==> src/rtl/nn_pkg.sv <==
// Shared neural-layer definitions: default widths, responder state encoding and
// the saturating arithmetic helpers reused by later layers.
package nn_pkg;

   localparam int NN_DATA_W = 8;
   localparam int NN_ACC_W  = 24;
   localparam int NN_FRAC   = 4;

   typedef enum logic [1:0] {
      IDLE  = 2'd0,
      ACCUM = 2'd1,
      DRAIN = 2'd2,
      DONE  = 2'd3
   } nr_state_t;

   // Add two values and clamp the sum to the signed range of a width-bit word.
   function automatic logic signed [63:0] sat_add(input logic signed [63:0] a,
                                                  input logic signed [63:0] b,
                                                  input int width);
      logic signed [63:0] hi;
      logic signed [63:0] lo;
      logic signed [63:0] sum;
      hi  = (64'sd1 <<< (width - 1)) - 64'sd1;
      lo  = -hi - 64'sd1;
      sum = a + b;
      if (sum > hi) return hi;
      if (sum < lo) return lo;
      return sum;
   endfunction

   // ReLU followed by clamping to the most positive value of a signed width-bit word.
   function automatic logic signed [63:0] relu_clamp(input logic signed [63:0] s,
                                                     input int width);
      logic signed [63:0] hi;
      hi = (64'sd1 <<< (width - 1)) - 64'sd1;
      if (s < 64'sd0) return 64'sd0;
      if (s > hi) return hi;
      return s;
   endfunction

endpackage

==> src/rtl/sat_mac.sv <==
// Multiply-accumulate datapath: product register behind the memory read and a
// saturating accumulator that never wraps.
module sat_mac
   import nn_pkg::*;
#(
   parameter int DATA_W = NN_DATA_W,
   parameter int ACC_W  = NN_ACC_W
) (
   input  logic                    clk,
   input  logic                    rst,
   input  logic                    rd_en,
   input  logic                    clear,
   input  logic [DATA_W-1:0]       mem_x,
   input  logic [DATA_W-1:0]       mem_w,
   output logic signed [ACC_W-1:0] acc
);

   localparam int PROD_W = 2 * DATA_W;

   logic                     rd_q;
   logic                     prod_valid;
   logic signed [PROD_W-1:0] prod_q;

   always_ff @(posedge clk) begin
      // NOTE: state registers use non-blocking assignments so every flop samples
      // the pre-edge values of the others, independent of statement order.
      if (rst) begin
         rd_q       <= 1'b0;
         prod_valid <= 1'b0;
         acc        <= '0;
      end else begin
         rd_q       <= rd_en;
         prod_valid <= rd_q;
         if (clear) begin
            acc <= '0;
         end else if (prod_valid) begin
            acc <= ACC_W'(sat_add(64'(acc), 64'(prod_q), ACC_W));
         end
      end
   end

   // Operand capture and multiply share one register so the product is added
   // two cycles after the read strobe.
   // NOTE: the product data register has no reset; prod_valid alone decides
   // whether it is used, so clearing the flag is enough to discard it.
   always_ff @(posedge clk) begin
      prod_q <= PROD_W'($signed(mem_x)) * PROD_W'($signed(mem_w));
   end

endmodule

==> src/rtl/neuron_responder.sv <==
// Datapath side of the ld/index/ready handshake: one MAC per ld, and one
// ReLU-saturated output pulse per ready rising edge.
module neuron_responder
   import nn_pkg::*;
#(
   parameter int DATA_W = NN_DATA_W,
   parameter int ACC_W  = NN_ACC_W,
   parameter int ADDR_W = 16,
   parameter int FRAC   = NN_FRAC
) (
   input  logic              clk,
   input  logic              rst,
   input  logic              ld,
   input  logic [15:0]       index,
   input  logic              ready,
   output logic              mem_rd_en,
   output logic [ADDR_W-1:0] mem_addr,
   input  logic [DATA_W-1:0] mem_x,
   input  logic [DATA_W-1:0] mem_w,
   output logic [DATA_W-1:0] out_data,
   output logic              out_valid,
   output logic              busy
);

   nr_state_t               state;
   nr_state_t               state_nx;
   logic                    ready_q;
   logic                    ready_rise;
   logic                    drain_cnt;
   logic signed [ACC_W-1:0] acc;
   logic [DATA_W-1:0]       result;
   logic [DATA_W-1:0]       out_q;

   assign mem_addr   = index[ADDR_W-1:0];
   assign ready_rise = ready & ~ready_q;
   assign mem_rd_en  = ~rst & ld & ((state == IDLE) || (state == ACCUM));
   assign busy       = ~rst & (state != IDLE);
   assign out_valid  = ~rst & (state == DONE);

   // The final product lands in acc during DONE itself, so the result is formed
   // combinationally there and captured for holding afterwards.
   assign result   = DATA_W'(relu_clamp(64'(acc) >>> FRAC, DATA_W));
   assign out_data = out_valid ? result : out_q;

   always_comb begin
      // NOTE: state_nx gets a default before the case so no path leaves it
      // unassigned, which would otherwise infer a latch.
      state_nx = state;
      case (state)
         IDLE: begin
            if (ready_rise)  state_nx = DRAIN;
            else if (ld)     state_nx = ACCUM;
         end
         ACCUM: if (ready_rise) state_nx = DRAIN;
         DRAIN: if (drain_cnt)  state_nx = DONE;
         DONE:  state_nx = IDLE;
         default: state_nx = IDLE;
      endcase
   end

   always_ff @(posedge clk) begin
      if (rst) begin
         state     <= IDLE;
         ready_q   <= 1'b0;
         drain_cnt <= 1'b0;
         out_q     <= '0;
      end else begin
         state     <= state_nx;
         ready_q   <= ready;
         drain_cnt <= (state == DRAIN) ? ~drain_cnt : 1'b0;
         if (state == DONE) out_q <= result;
      end
   end

   sat_mac #(
      .DATA_W (DATA_W),
      .ACC_W  (ACC_W)
   ) u_mac (
      .clk   (clk),
      .rst   (rst),
      .rd_en (mem_rd_en),
      .clear (state == DONE),
      .mem_x (mem_x),
      .mem_w (mem_w),
      .acc   (acc)
   );

endmodule

==> config.mk <==
export PLATFORM = sky130hd
export DESIGN_NAME = neuron_responder
export DESIGN_NICKNAME = d
export VERILOG_FILES = /design/src/rtl/nn_pkg.sv /design/src/rtl/sat_mac.sv /design/src/rtl/neuron_responder.sv
export SDC_FILE = /design/constraint.sdc
export NUM_CORES = 1
export LEC_CHECK = 0
export ABC_AREA = 1
export CAP_MARGIN = 20
export CORE_ASPECT_RATIO = 1.75
export CORE_MARGIN = 3
export CORE_UTILIZATION = 53
export DETAILED_ROUTE_END_ITERATION = 16
export GPL_TIMING_DRIVEN = 0
export PLACE_DENSITY = 0.78
export SLEW_MARGIN = 0
export SYNTH_ARGS = -nofsm -noshare
export SYNTH_HDL_FRONTEND = slang
export SYNTH_SLANG_ARGS = --single-unit
export TNS_END_PERCENT = 50
==> constraint.sdc <==
create_clock -name clk -period 4 [get_ports clk]
set_input_delay 0.4 -clock clk [delete_from_list [all_inputs] [get_ports clk]]
set_output_delay 0.4 -clock clk [all_outputs]
set_load 0.02 [all_outputs]
# --- Yosys cells after proc, flatten, opt, wreduce, memory -nomap -nowiden ---
# Cells that the tools add are included.
totals:
  output_inout_bits: 27
  reg_bits: 54
  wordCells: 61
  input_bits: 36
op_classes:
  n_mul: 1
  n_lt_le_gt_ge: 4
  eq_ne: 6
  reduce_logical: 6
  addsub: 1
  mux: 26
  n_bitwise: 9
op_table:
  columns: ["op", "count"]
  rows:
  - ["$mux 24", 4]
  - ["$mux 8", 5]
  - ["$add 24x16->25", 1]
  - ["$gt 25x24->1 const B", 1]
  - ["$lt 25x24->1 const B", 1]
  - ["$gt 20x8->1 const B", 1]
  - ["$lt 20x1->1 const B", 1]
  - ["$mul 8x8->16", 1]
  - ["$mux 1", 12]
  - ["$mux 2", 4]
  - ["$pmux 2 s4", 1]
  - ["$and 1x1->1", 5]
  - ["$eq 2x2->1 const B", 2]
  - ["$ne 2x2->1 const B", 2]
  - ["$not 1->1", 4]
  - ["$reduce_or 2->1", 2]
  - ["$ne 3x3->1 const B", 1]
  - ["$reduce_and 3->1", 1]
  - ["$eq 2x1->1 const B", 1]
  - ["$logic_not 2->1", 1]
  - ["$reduce_bool 2->1", 1]
  - ["$logic_or 1x1->1", 1]

# --- Longest topological paths before layout ---
# Gate-level depths: netlist (run 1).
logic_depth:
  depth_word: 12
  mapped_depth: 20
  mapped_depth_nobuf: 19

# --- Hierarchy ---
# From an unflattened synthesis (run 1), not the netlist that was laid out.
unflattened:
  hier_cells: 1010
  hier_area_um2: 6710.2
by_module_without_submodules:
  columns: ["module", "n_inst", "area_per_inst_um2", "seq_area_each_um2", "cells_per_inst"]
  rows:
  - ["sat_mac", 1, 5884.4, 840.8, 890]
  - ["neuron_responder", 1, 825.8, 240.2, 120]

# --- Least setup slack after synthesis (run 1) ---
# OpenSTA, ideal clock, no wires.
synth_timing:
  path_kind: "input-to-reg"
  startpoint: "input port mem_w[2]"
  endpoint: "register u_mac.prod_q[15]"
  t_arrival_ns: 4.165
  setup_time_ns: 0.122
  path_buffers: 1
  stages: 20
  slack_ns: -0.287
  path_cell_list: "clkbuf_1 -> nand2_1 -> inv_1 -> fa_1 -> inv_1 -> fa_1 -> inv_1 -> fa_1 -> inv_1 -> fa_1 -> inv_1 -> ha_1 -> nand2_1 -> nor2_1 -> nand3_1 -> nand3_1 -> a21oi_1 -> nor2_1 -> nor2_1 -> xor2_1"
synth_between:
  elab_chain_cells: 1
synth_lines:
  columns: ["item", "line", "text"]
  rows:
  - ["start, declared", "neuron_responder.sv:19", "input logic [DATA_W-1:0] mem_w,"]
  - ["$mul 8x8->16", "sat_mac.sv:47", "prod_q <= PROD_W'($signed(mem_x)) * PROD_W'($signed(mem_w));"]
  - ["end signal, assigned", "sat_mac.sv:47", null]
  - ["end, declared", "sat_mac.sv:22", "logic signed [PROD_W-1:0] prod_q;"]
# No other way between the ends.
# A chain may end at the register's enable or synchronous reset.

# --- Final worst setup path (run 1) ---
layout_timing:
  startpoint: "input port mem_w[3]"
  endpoint: "register u_mac.prod_q[12]"
# Same word-level chain as after synthesis.

==> impl_results.md, run 1 <==
* Starting Density at 54.9%
* I/O Pins at 63
* Endpoints failing setup at 0
* Ys flop type: dfxtp_1
* CTS sink cnt at 54
* #FFs+latches synth at 54
* Mapped Cells at 880
* Total CTS buffers at 5
* Fin. Hold Viols at 0
* Share of layout cells above drive strength 1 at 10.5%
* Tmin final at 3850 ps
* CP Max Fanout at 8
* DR iter-0 viols at 195
* Seq/Total Area, Yosys at 17.5%
* Die Ht at 149 um
* Async S/R FF share, synth at 0%
* # hold bufs at CTS at 0
* H-tree levels at 2
* Pwr Density at 627 nW/um^2
* Ranking of synthesized cells by area: fa_1 (18%), dfxtp_1 (18%), nand2_1 (13%)
* Final instance area at 7080 um^2
* Clock root cell: clkbuf_16
* Global-route wire length before repair at 24,100 um
* HPWL Detailed at 12,300 um
* Most frequent cells in the layout: nand2_1 (204), inv_1 (197), fa_1 (55)
* Layout area overhead at 14.8%
* Critical path class: in2reg
* Via-to-Cell Ratio at 5.15
* Synth Warn # at 0
* Final Skew at 11.4 ps
* Skew-Pair Late Insertion Delay at 310 ps
* Vias at 5,436
* DP Area at 6800 um^2
* CTS clock-pin slew for the worst setup and hold paths at 70 ps
* Status: completed
* Slew HR at 63.5%
* Area of the multi-input gates at 4240 um^2
* Reg2reg setup slack at 1580 ps
* Post-DRT Antenna Nets at 0
* Max-slew violation count at 0
* VDD IR-drop max at 427 uV
* Pin slew with the least headroom to its limit at 544 ps
* Placer congestion estimate at 0.908
* # diodes at 0
* Largest net degree at the start of global routing at 19
* Cells after DPL at 1,042
* P_leak at 3.91 nW
* CP Data Required Time at 4180 ps
* Row count at 51
* Final core utilization at 63.0%
* DR WL/cell at 13.6 um
* CP Data Arrival Time at 4040 ps
* Initial antenna violation count at 0
* Sequential Area at 1080 um^2
* CP endpoint kind: flip-flop
* Port Buffers at 30
* Pre-CTS WS at -721 ps
* Synth top area share at 18.2%
* Fill cells at 1,001
* Routed Wire Length at 14,400 um
* Worst setup SP type: input pin
* CORE AREA at 11,200 um^2
* Final routed DRC violation total at 0
* Average size of a mapped cell at 7.00 um^2
* EDFF count, synth at 0
* Die area at 13,000 um^2
* Max Freq at 0.259 GHz
* Hold WC Path Type: in2reg
* CTS tree: built
* Final period utilization at 96.4%
* Pre-antenna DRT Iters at 4
* Setup slack after layout at 145 ps
* Leading area contributor after synthesis: fa_1
* Gr ovfl total at 0
* Vias in the first global route at 5,472
* Cell area after synthesis at 6160 um^2
* Fin nets at 1,071
* Total track usage at 23.2%
* Die Width at 87.5 um
* Commonest non-fill, non-tap cell in the layout: nand2_1
* Yosys cell types at 34
* Maxcap violations at 0
* Setup TNS at 0 ps
* CTS max path bufs at 2
* Syn nets at 1,029
* Final Non-Filler Cells at 1,055
==> metal layers <==
metal	routed length (um)	GRT usage, %	part of all wire [%]
met5	0	0	0
met4	709	12.7	4.9
met3	228	1.61	1.6
met2	8420	46.1	59
met1	5030	22.5	35
==> synthesized netlist by cell type (2+ instances only) <==
cell and instances:
nand2_2 5, nor2_2 2, buf_6 4, inv_1 204
nor2_1 46, fa_1 56, nor3_1 8, or2_1 2
nand4_1 9, and2_1 3, or2_2 3, dfxtp_1 54
buf_4 16, nand3_1 21, clkbuf_1 20, o31ai_1 2
nor4_1 3, xor2_1 23, xnor2_1 9, ha_1 57
a21oi_2 2, nand2_1 208, o21ai_0 54, o21bai_1 7
a21oi_1 53
==> worst max-delay path, cell delays in order <==
cell and delay [ps]:
buf_2 160, nand2_1 90, inv_1 70, fa_1 530
inv_2 40, fa_1 510, inv_2 40, fa_1 530
inv_1 50, fa_1 540, inv_2 50, ha_4 260
a21oi_2 170, o21ai_0 120, a21oi_1 220, o21ai_1 110
xor2_1 140
==> layout make-up <==
cell class                      instances  area share (%)
Inverter                              204            10.9
Clock inverter                          3           0.672
Timing Repair Buffer                   35            4.74
Multi-Input combinational cell        581            59.9
Clock buffer                            5            1.77
Buffer                                 41            4.46
Tap cell                              132            2.33
Sequential cell                        54            15.3
==> logic make-up (layout without fill, tap and decap cells) <==
kind of cell               count (synthesis)  after routing  synth area share, %
and+or+nand+nor                          311            311                 20.7
adders and majority gates                113            113                 29.8
buffers and inverters                    245            288                 16.4
DFF                                       54             54                 17.5
xor gates and xnor gates                  32             32                 4.55
AOI/OAI and AO/OA                        125            125                 11.0
==> report_power, final <==
group          switching (mW)  leakage (nW)  internal, mW  total, mW
Clock                   0.213        0.0844         0.299      0.513
Sequential             0.0921         0.444         0.691      0.783
Combinational            1.87          3.39          1.27       3.14
Total                    2.18          3.91          2.26       4.44
==> repair_timing <==
action / CTS / global route
endpoints found under the hold margin: 0 / 0
setup endpoints to repair: 7 / 5
buffers inserted: 2 / 3
pin swaps: 5 / 16
resized for setup: 7 / 32
==> per-stage QoR <==
| step | power, mW | hold slack [ps] |
|---|---|---|
| final | 4.44 | 343 |
| after global routing | 4.87 | 359 |
| after CTS | 4.33 | 342 |
| after detailed placement | 3.77 | 398 |
| after global placement | 3.69 | 398 |
| after floorplan | 3.11 | 388 |
==> registers in the layout, summed over array words and instances, names as in the netlist <==
register          cells
ready_q               1
u_mac.prod_q         16
state                 2
out_q                 8
u_mac.prod_valid      1
drain_cnt             1
u_mac.rd_q            1
u_mac.acc            24
==> final timing paths <==
kind,cells after the start,endpoint,startpoint
hold reg to reg,2,u_mac.prod_valid,u_mac.rd_q
setup / recovery,17,u_mac.prod_q[12],mem_w[3]
setup reg to reg,10,u_mac.acc[13],u_mac.prod_q[15]
hold / removal,3,u_mac.prod_q[0],mem_x[0]
Power figures use the tool's default switching activity.
==> run 2: changes to the inputs <==
--- a/config.mk
+++ b/config.mk
@@ -13,6 +13,7 @@
 export DETAILED_ROUTE_END_ITERATION = 16
 export GPL_TIMING_DRIVEN = 0
 export PLACE_DENSITY = 0.78
+export RECOVER_POWER = 50
 export SLEW_MARGIN = 0
 export SYNTH_ARGS = -nofsm -noshare
 export SYNTH_HDL_FRONTEND = slang
==> run 2 against run 1 <==
  * First-iteration DRC count fell by 4.1%
  * Cell area shrank 0.23%
  * Hold slack better by 1.6 ps
  * Clock power about the same
  * Non-clock buffer count stayed put
  * Register-to-register slack worse by 220 ps
  * Power shrank 0.69%
  * Critical path type unchanged
  * Highest routed layer unchanged
==> impl_results.md, run 2 (synthesis gave the netlist of run 1 again) <==
* P_leak at 3.93 nW (+0.31%)
* Port Buffers at 30 (unchanged)
* Fill cells at 1,005 (+0.40%)
* Slew HR at 63.3% (-0.15 points)
* VDD IR-drop max at 419 uV (-1.9%)
* Tmin final at 3850 ps (-0.0150 ps)
* Pre-antenna DRT Iters at 4 (unchanged)
* # diodes at 0 (unchanged)
* H-tree levels at 2 (unchanged)
* HPWL Detailed at 12,300 um (unchanged)
* Most frequent cells in the layout: nand2_1 (205), inv_1 (197), fa_1 (55)
* CP Max Fanout at 8 (unchanged)
* CTS clock-pin slew for the worst setup and hold paths at 70 ps (about the same)
* Biggest regs: u_mac.acc (24), u_mac.prod_q (16), out_q (8)
* Total CTS buffers at 5 (unchanged)
* Final routed DRC violation total at 0 (unchanged)
* Worst setup SP type: input pin
* I/O Pins at 63 (unchanged)
* Final period utilization at 96.4% (about the same)
* Slowest CP cell: fa_1
* Vias at 5,447 (+0.20%)
* Maxcap violations at 0 (unchanged)
* Fin. Hold Viols at 0 (unchanged)
* Die Width at 87.5 um (unchanged)
* Row count at 51 (unchanged)
* Setup slack after layout at 145 ps (+0.0150 ps)
* CORE AREA at 11,200 um^2 (unchanged)
* Commonest non-fill, non-tap cell in the layout: nand2_1
* Crit-path max cell delay at 540 ps (about the same)
* Final core utilization at 62.9% (-0.14 points)
* Biggest register: u_mac.acc
* Placer congestion estimate at 0.908 (unchanged)
* Hold WC Path Type: in2reg
* CTS sink cnt at 54 (unchanged)
* Starting Density at 54.9% (unchanged)
* DR iter-0 viols at 187 (-4.1%)
* Pre-CTS WS at -721 ps (unchanged)
* Critical path class: in2reg
* Gr ovfl total at 0 (unchanged)
* CP Data Arrival Time at 4040 ps (about the same)
* Pin slew with the least headroom to its limit at 546 ps (+2.27 ps)
* Layout area overhead at 14.6%
* Total track usage at 23.2% (unchanged)
* Post-DRT Antenna Nets at 0 (unchanged)
* Fin nets at 1,071 (unchanged)
* Die Ht at 149 um (unchanged)
* CTS max path bufs at 2 (unchanged)
* DP Area at 6800 um^2 (unchanged)
* Max reg flops at 24 (unchanged)
* Vias in the first global route at 5,472 (unchanged)
* Cell chain of the critical path: buf_2, nand2_1, inv_1, fa_1, inv_2, fa_1, inv_2, fa_1, inv_1, fa_1, inv_2, ha_4, a21oi_2, o21ai_0, a21oi_1, o21ai_1, xor2_1
* Pwr Density at 624 nW/um^2 (-0.46%)
* Endpoints failing setup at 0 (unchanged)
* DR WL/cell at 13.6 um (-0.44%)
* Setup TNS at 0 ps (unchanged)
* CTS tree: built
* Share of layout cells above drive strength 1 at 10.2% (-0.33 points)
* Clock root cell: clkbuf_16
* Largest net degree at the start of global routing at 19 (unchanged)
* Via-to-Cell Ratio at 5.16 (+0.20%)
* Initial antenna violation count at 0 (unchanged)
* Final Skew at 10.3 ps (-1.12 ps)
* Max Freq at 0.259 GHz (about the same)
* Global-route wire length before repair at 24,100 um (unchanged)
* Die area at 13,000 um^2 (unchanged)
* Status: completed
* CP endpoint kind: flip-flop
* Max-slew violation count at 0 (unchanged)
* Most used cell, CP: fa_1
* Skew-Pair Late Insertion Delay at 300 ps (about the same)
* Final instance area at 7060 um^2 (-0.23%)
* Routed Wire Length at 14,300 um (-0.44%)
* CP Data Required Time at 4180 ps (about the same)
* Final hold slack at 344 ps (+1.61 ps)
## run 2: changes by cell type in the layout (fill, tap and decap cells not counted), sizes merged
cell and change:
clkdlybuf4s50 -20, dlygate4sd3 +20
## run 2: per-stage QoR
| stage | total power, mW | cells |
|---|---|---|
| 4_1_cts | 4.33 | 1052 |
| 6_report | 4.41 | 1055 |
| 3_3_place_gp | 3.69 | 1042 |
| 3_5_place_dp | 3.77 | 1042 |
| 2_1_floorplan | 3.11 | 880 |
| 5_1_grt | 4.85 | 1055 |
## run 2: worst max-delay path, delay by kind of cell
family,cells,cell delay [ps]
AOI/OAI and AO/OA,4,620
and+or+nand+nor,1,90
buffers and inverters,6,410
xor gates and xnor gates,1,140
adders and majority gates,5,2370
## run 2: routing by layer
metal  GRT usage (%)  part of all wire [%]  vias to the layer above  wire length (um)
met1            22.5                    34                     2547              4900
li1                -                     -                     2741                 -
met3            1.61                   1.9                       43               272
met2            46.1                    59                      116              8460
met5               0                     0                        -                 0
met4            12.7                   4.8                        0               693
## run 2: final timing paths
| check | end | cells past startpoint | from | slack (ps) |
|---|---|---|---|---|
| worst max register to register | u_mac.acc[13] | 12 | u_mac.prod_q[15] | 1360 |
| worst min-delay path | u_mac.prod_q[0] | 3 | mem_x[0] | 340 |
| worst min register to register | u_mac.prod_valid | 2 | u_mac.rd_q | 410 |
| worst max-delay path | u_mac.prod_q[12] | 17 | mem_w[3] | 150 |
## run 2: layout make-up
| type | instances | area [um^2] | area share, % |
|---|---|---|---|
| Sequential cell | 54 | 1080 | 15.3 |
| Multi-Input combinational cell | 581 | 4220 | 59.8 |
| Clock inverter | 3 | 47.5 | 0.674 |
| Tap cell | 132 | 165 | 2.34 |
| Clock buffer | 5 | 125 | 1.77 |
| Inverter | 204 | 771 | 10.9 |
| Timing Repair Buffer | 35 | 335 | 4.75 |
| Buffer | 41 | 315 | 4.47 |
## run 2: power by group
group / internal, mW / switching, mW / total (mW)
combinational: 1.26 / 1.85 / 3.11
clock: 0.299 / 0.214 / 0.513
sequential: 0.691 / 0.0921 / 0.783
total: 2.25 / 2.16 / 4.41
## run 2: repair_timing
| item | CTS | global route |
|---|---|---|
| pin swaps | 5 | 16 |
| hold buffers | 0 | 0 |
| setup buffers | 2 | 3 |
| gates resized for setup | 7 | 32 |
| endpoints found under the setup margin | 7 | 5 |
| gates cloned | 0 | 0 |
==> run 3: changes to the inputs <==
--- a/config.mk
+++ b/config.mk
@@ -9,13 +9,13 @@
 export CAP_MARGIN = 20
 export CORE_ASPECT_RATIO = 1.75
 export CORE_MARGIN = 3
-export CORE_UTILIZATION = 53
+export CORE_UTILIZATION = 54
 export DETAILED_ROUTE_END_ITERATION = 16
-export GPL_TIMING_DRIVEN = 0
-export PLACE_DENSITY = 0.78
+export PLACE_DENSITY = 0.9
 export RECOVER_POWER = 50
 export SLEW_MARGIN = 0
 export SYNTH_ARGS = -nofsm -noshare
 export SYNTH_HDL_FRONTEND = slang
+export SYNTH_HIERARCHICAL = 1
 export SYNTH_SLANG_ARGS = --single-unit
 export TNS_END_PERCENT = 50
==> run 3 against run 2 <==
  * First-iteration DRC count rose by 51%
  * Clock-buffer cell count did not move
  * Synthesized cell count rose by 15%
  * Hold slack improved by 85 ps
  * Wire length rose by 11%
  * Setup slack got worse by 120 ps
  * Critical path depth rose by 4
  * Global-route usage rose by 0.41 points
  * Via count rose by 14%
  * Clock power fell by 17%
  * Register-to-register slack got worse by 30 ps
  * Largest power group unchanged
==> impl_results.md, run 3 <==
* Async S/R FF share, synth at 0% (unchanged)
* Critical path class: in2reg
* Final routed DRC violation total at 0 (unchanged)
* Vias in the first global route at 6,563 (+20%)
* Worst setup SP type: input pin
* Skew-Pair Late Insertion Delay at 300 ps (about the same)
* I/O Pins at 63 (unchanged)
* Hold WC Path Type: reg2reg
* Clock root cell: clkbuf_16
* Final period utilization at 99.3% (+3.0 points)
* Routed Wire Length at 15,900 um (+11%)
* Biggest register: u_mac/acc
* Max Freq at 0.252 GHz (-3.0%)
* Pin slew with the least headroom to its limit at 586 ps (+39.6 ps)
* Total CTS buffers at 5 (unchanged)
* # hold bufs at CTS at 0 (unchanged)
* Endpoints failing setup at 0 (unchanged)
* Yosys cell types at 36 (+5.9%)
* EDFF count, synth at 0 (unchanged)
* Tmin final at 3970 ps (+118 ps)
* Seq/Total Area, Yosys at 16.1% (-1.4 points)
* Fin. Hold Viols at 0 (unchanged)
* Final core utilization at 62.7% (-0.16 points)
* Largest net degree at the start of global routing at 49 (+30)
* Status: completed
* Final Skew at 3.46 ps (-6.82 ps)
* CP Max Fanout at 5 (-3)
* CP Data Arrival Time at 4160 ps (+120 ps)
* Global-route wire length before repair at 27,200 um (+13%)
* Cell area after synthesis at 6710 um^2 (+8.9%)
* CP endpoint kind: flip-flop
* CP Data Required Time at 4190 ps (about the same)
* Leading area contributor after synthesis: fa_1
* Mapped Cells at 1,010 (+15%)
* Slew HR at 60.9% (-2.4 points)
* Cell with the most instances after synthesis: nand2_1
* Starting Density at 55.6% (+0.73 points)
* VDD IR-drop max at 313 uV (-25%)
* # diodes at 0 (unchanged)
* Die Ht at 153 um (+3.2%)
* CTS clock-pin slew for the worst setup and hold paths at 70 ps (about the same)
* CORE AREA at 12,100 um^2 (+7.5%)
* HPWL Detailed at 12,500 um (+2.4%)
* Fin nets at 1,209 (+13%)
* Layout area overhead at 12.8%
* Commonest non-fill, non-tap cell in the layout: nand2_1
* Placer congestion estimate at 0.919 (+1.2%)
* DR iter-0 viols at 282 (+51%)
* Vias at 6,186 (+14%)
* Setup TNS at 0 ps (unchanged)
* Die area at 13,900 um^2 (+6.5%)
* Synth Warn # at 6 (+6)
* Biggest regs: u_mac/acc (24), u_mac/prod_q (16), out_q (8)
* #FFs+latches synth at 54 (unchanged)
* Ranking of synthesized cells by area: fa_1 (17%), dfxtp_1 (16%), nand2_1 (15%)
* Via-to-Cell Ratio at 5.05 (-2.2%)
* Share of layout cells above drive strength 1 at 14.1% (+3.9 points)
* CTS sink cnt at 54 (unchanged)
* Ys flop type: dfxtp_1
* Top cells by instance count after synthesis: nand2_1 (266), inv_1 (227), nor2_1 (101), ha_1 (57), fa_1 (56)
* Max reg flops at 24 (unchanged)
* Average size of a mapped cell at 6.64 um^2 (-5.1%)
* Gr ovfl total at 0 (unchanged)
* Pre-antenna DRT Iters at 5 (+1)
* Pwr Density at 600 nW/um^2 (-3.9%)
* Total track usage at 23.7% (+0.41 points)
* CTS tree: built
* Most frequent cells in the layout: nand2_1 (262), inv_1 (219), nor2_1 (102)
* Die Width at 90.3 um (+3.1%)
* Initial antenna violation count at 0 (unchanged)
* Maxcap violations at 0 (unchanged)
* CTS max path bufs at 2 (unchanged)
* P_leak at 4.43 nW (+13%)
* Syn nets at 1,159 (+13%)
* Max-slew violation count at 0 (unchanged)
* DR WL/cell at 13.0 um (-4.5%)
* Port Buffers at 30 (unchanged)
* Synth top area share at 16.7% (-1.5 points)
* Post-DRT Antenna Nets at 0 (unchanged)
* H-tree levels at 2 (unchanged)
* Row count at 53 (+3.9%)
## run 3: kinds of logic (layout without fill, tap and decap cells)
kind of cell / count (synthesis) / count (layout) / synth area share (%)
XOR/XNOR: 30 / 30 / 3.92
AND/OR/NAND/NOR: 484 / 484 / 31.1
buffers and inverters: 274 / 324 / 16.9
AO/OA/AOI/OAI: 55 / 55 / 4.64
adder cells (fa/ha/maj): 113 / 113 / 27.3
flip-flops: 54 / 54 / 16.1
## run 3: final cells by class
cell class | instances | area, um^2
Timing Repair Buffer | 87 | 657
Sequential cell | 54 | 1080
Clock inverter | 2 | 15.0
Multi-Input combinational cell | 682 | 4620
Inverter | 230 | 867
Tap cell | 165 | 206
Fill cell | 1018 | 4500
Clock buffer | 5 | 125
## run 3: routing by layer
| metal | track usage (%) | up-vias | part of all wire [%] |
|---|---|---|---|
| met2 | 48.0 | 187 | 56 |
| met5 | 0 | - | 0 |
| li1 | - | 3067 | - |
| met3 | 2.17 | 95 | 3.4 |
| met1 | 21.3 | 2837 | 33 |
| met4 | 15.9 | 0 | 7.2 |
## run 3: worst max-delay path, cell delays in order
cell and delay, ps:
buf_2 140, nand2_2 70, inv_1 50, fa_1 530, inv_2 50, fa_1 500, inv_2 50, fa_1 550
inv_2 40, fa_1 520, inv_2 50, ha_4 260, a21oi_4 160, nand2_2 70, nand2_1 80, nand2_1 80
nand2_2 100, a21boi_2 70, o21ai_1 140, nand2_1 80, xor2_1 160
## run 3: power breakdown
group	total (mW)	internal, mW	leakage [nW]	switching, mW
clock	0.426	0.229	0.0619	0.198
sequential	0.741	0.670	0.443	0.0701
combinational	3.37	1.45	3.93	1.93
## run 3: per-stage QoR
step	std cells	cell area [um^2]	worst slack [ps]	hold WS [ps]	power, mW
6_report	1225	7570	27.1	429	4.54
5_1_grt	1225	7570	-74.9	450	5.00
4_1_cts	1224	7570	3.48	431	4.33
3_5_place_dp	1215	7370	-690	421	3.79
3_3_place_gp	1215	7370	-600	402	3.67
2_1_floorplan	1010	6740	-1.73	388	2.98
## run 3: repair_timing
item / in CTS / in global routing
buffers inserted: 2 / 1
setup endpoints to repair: 7 / 7
pin swaps: 4 / 19
resized for setup: 26 / 65
## run 3: final timing paths
kind | from | endpoint | slack, ps | cells after the start
worst max-delay path | mem_w[1] | u_mac/prod_q[12] | 30 | 21
worst min-delay path | u_mac/rd_q | u_mac/prod_valid | 430 | 2
worst max register to register | u_mac/prod_q[15] | u_mac/acc[20] | 1330 | 10
worst min register to register | u_mac/rd_q | u_mac/prod_valid | 430 | 2
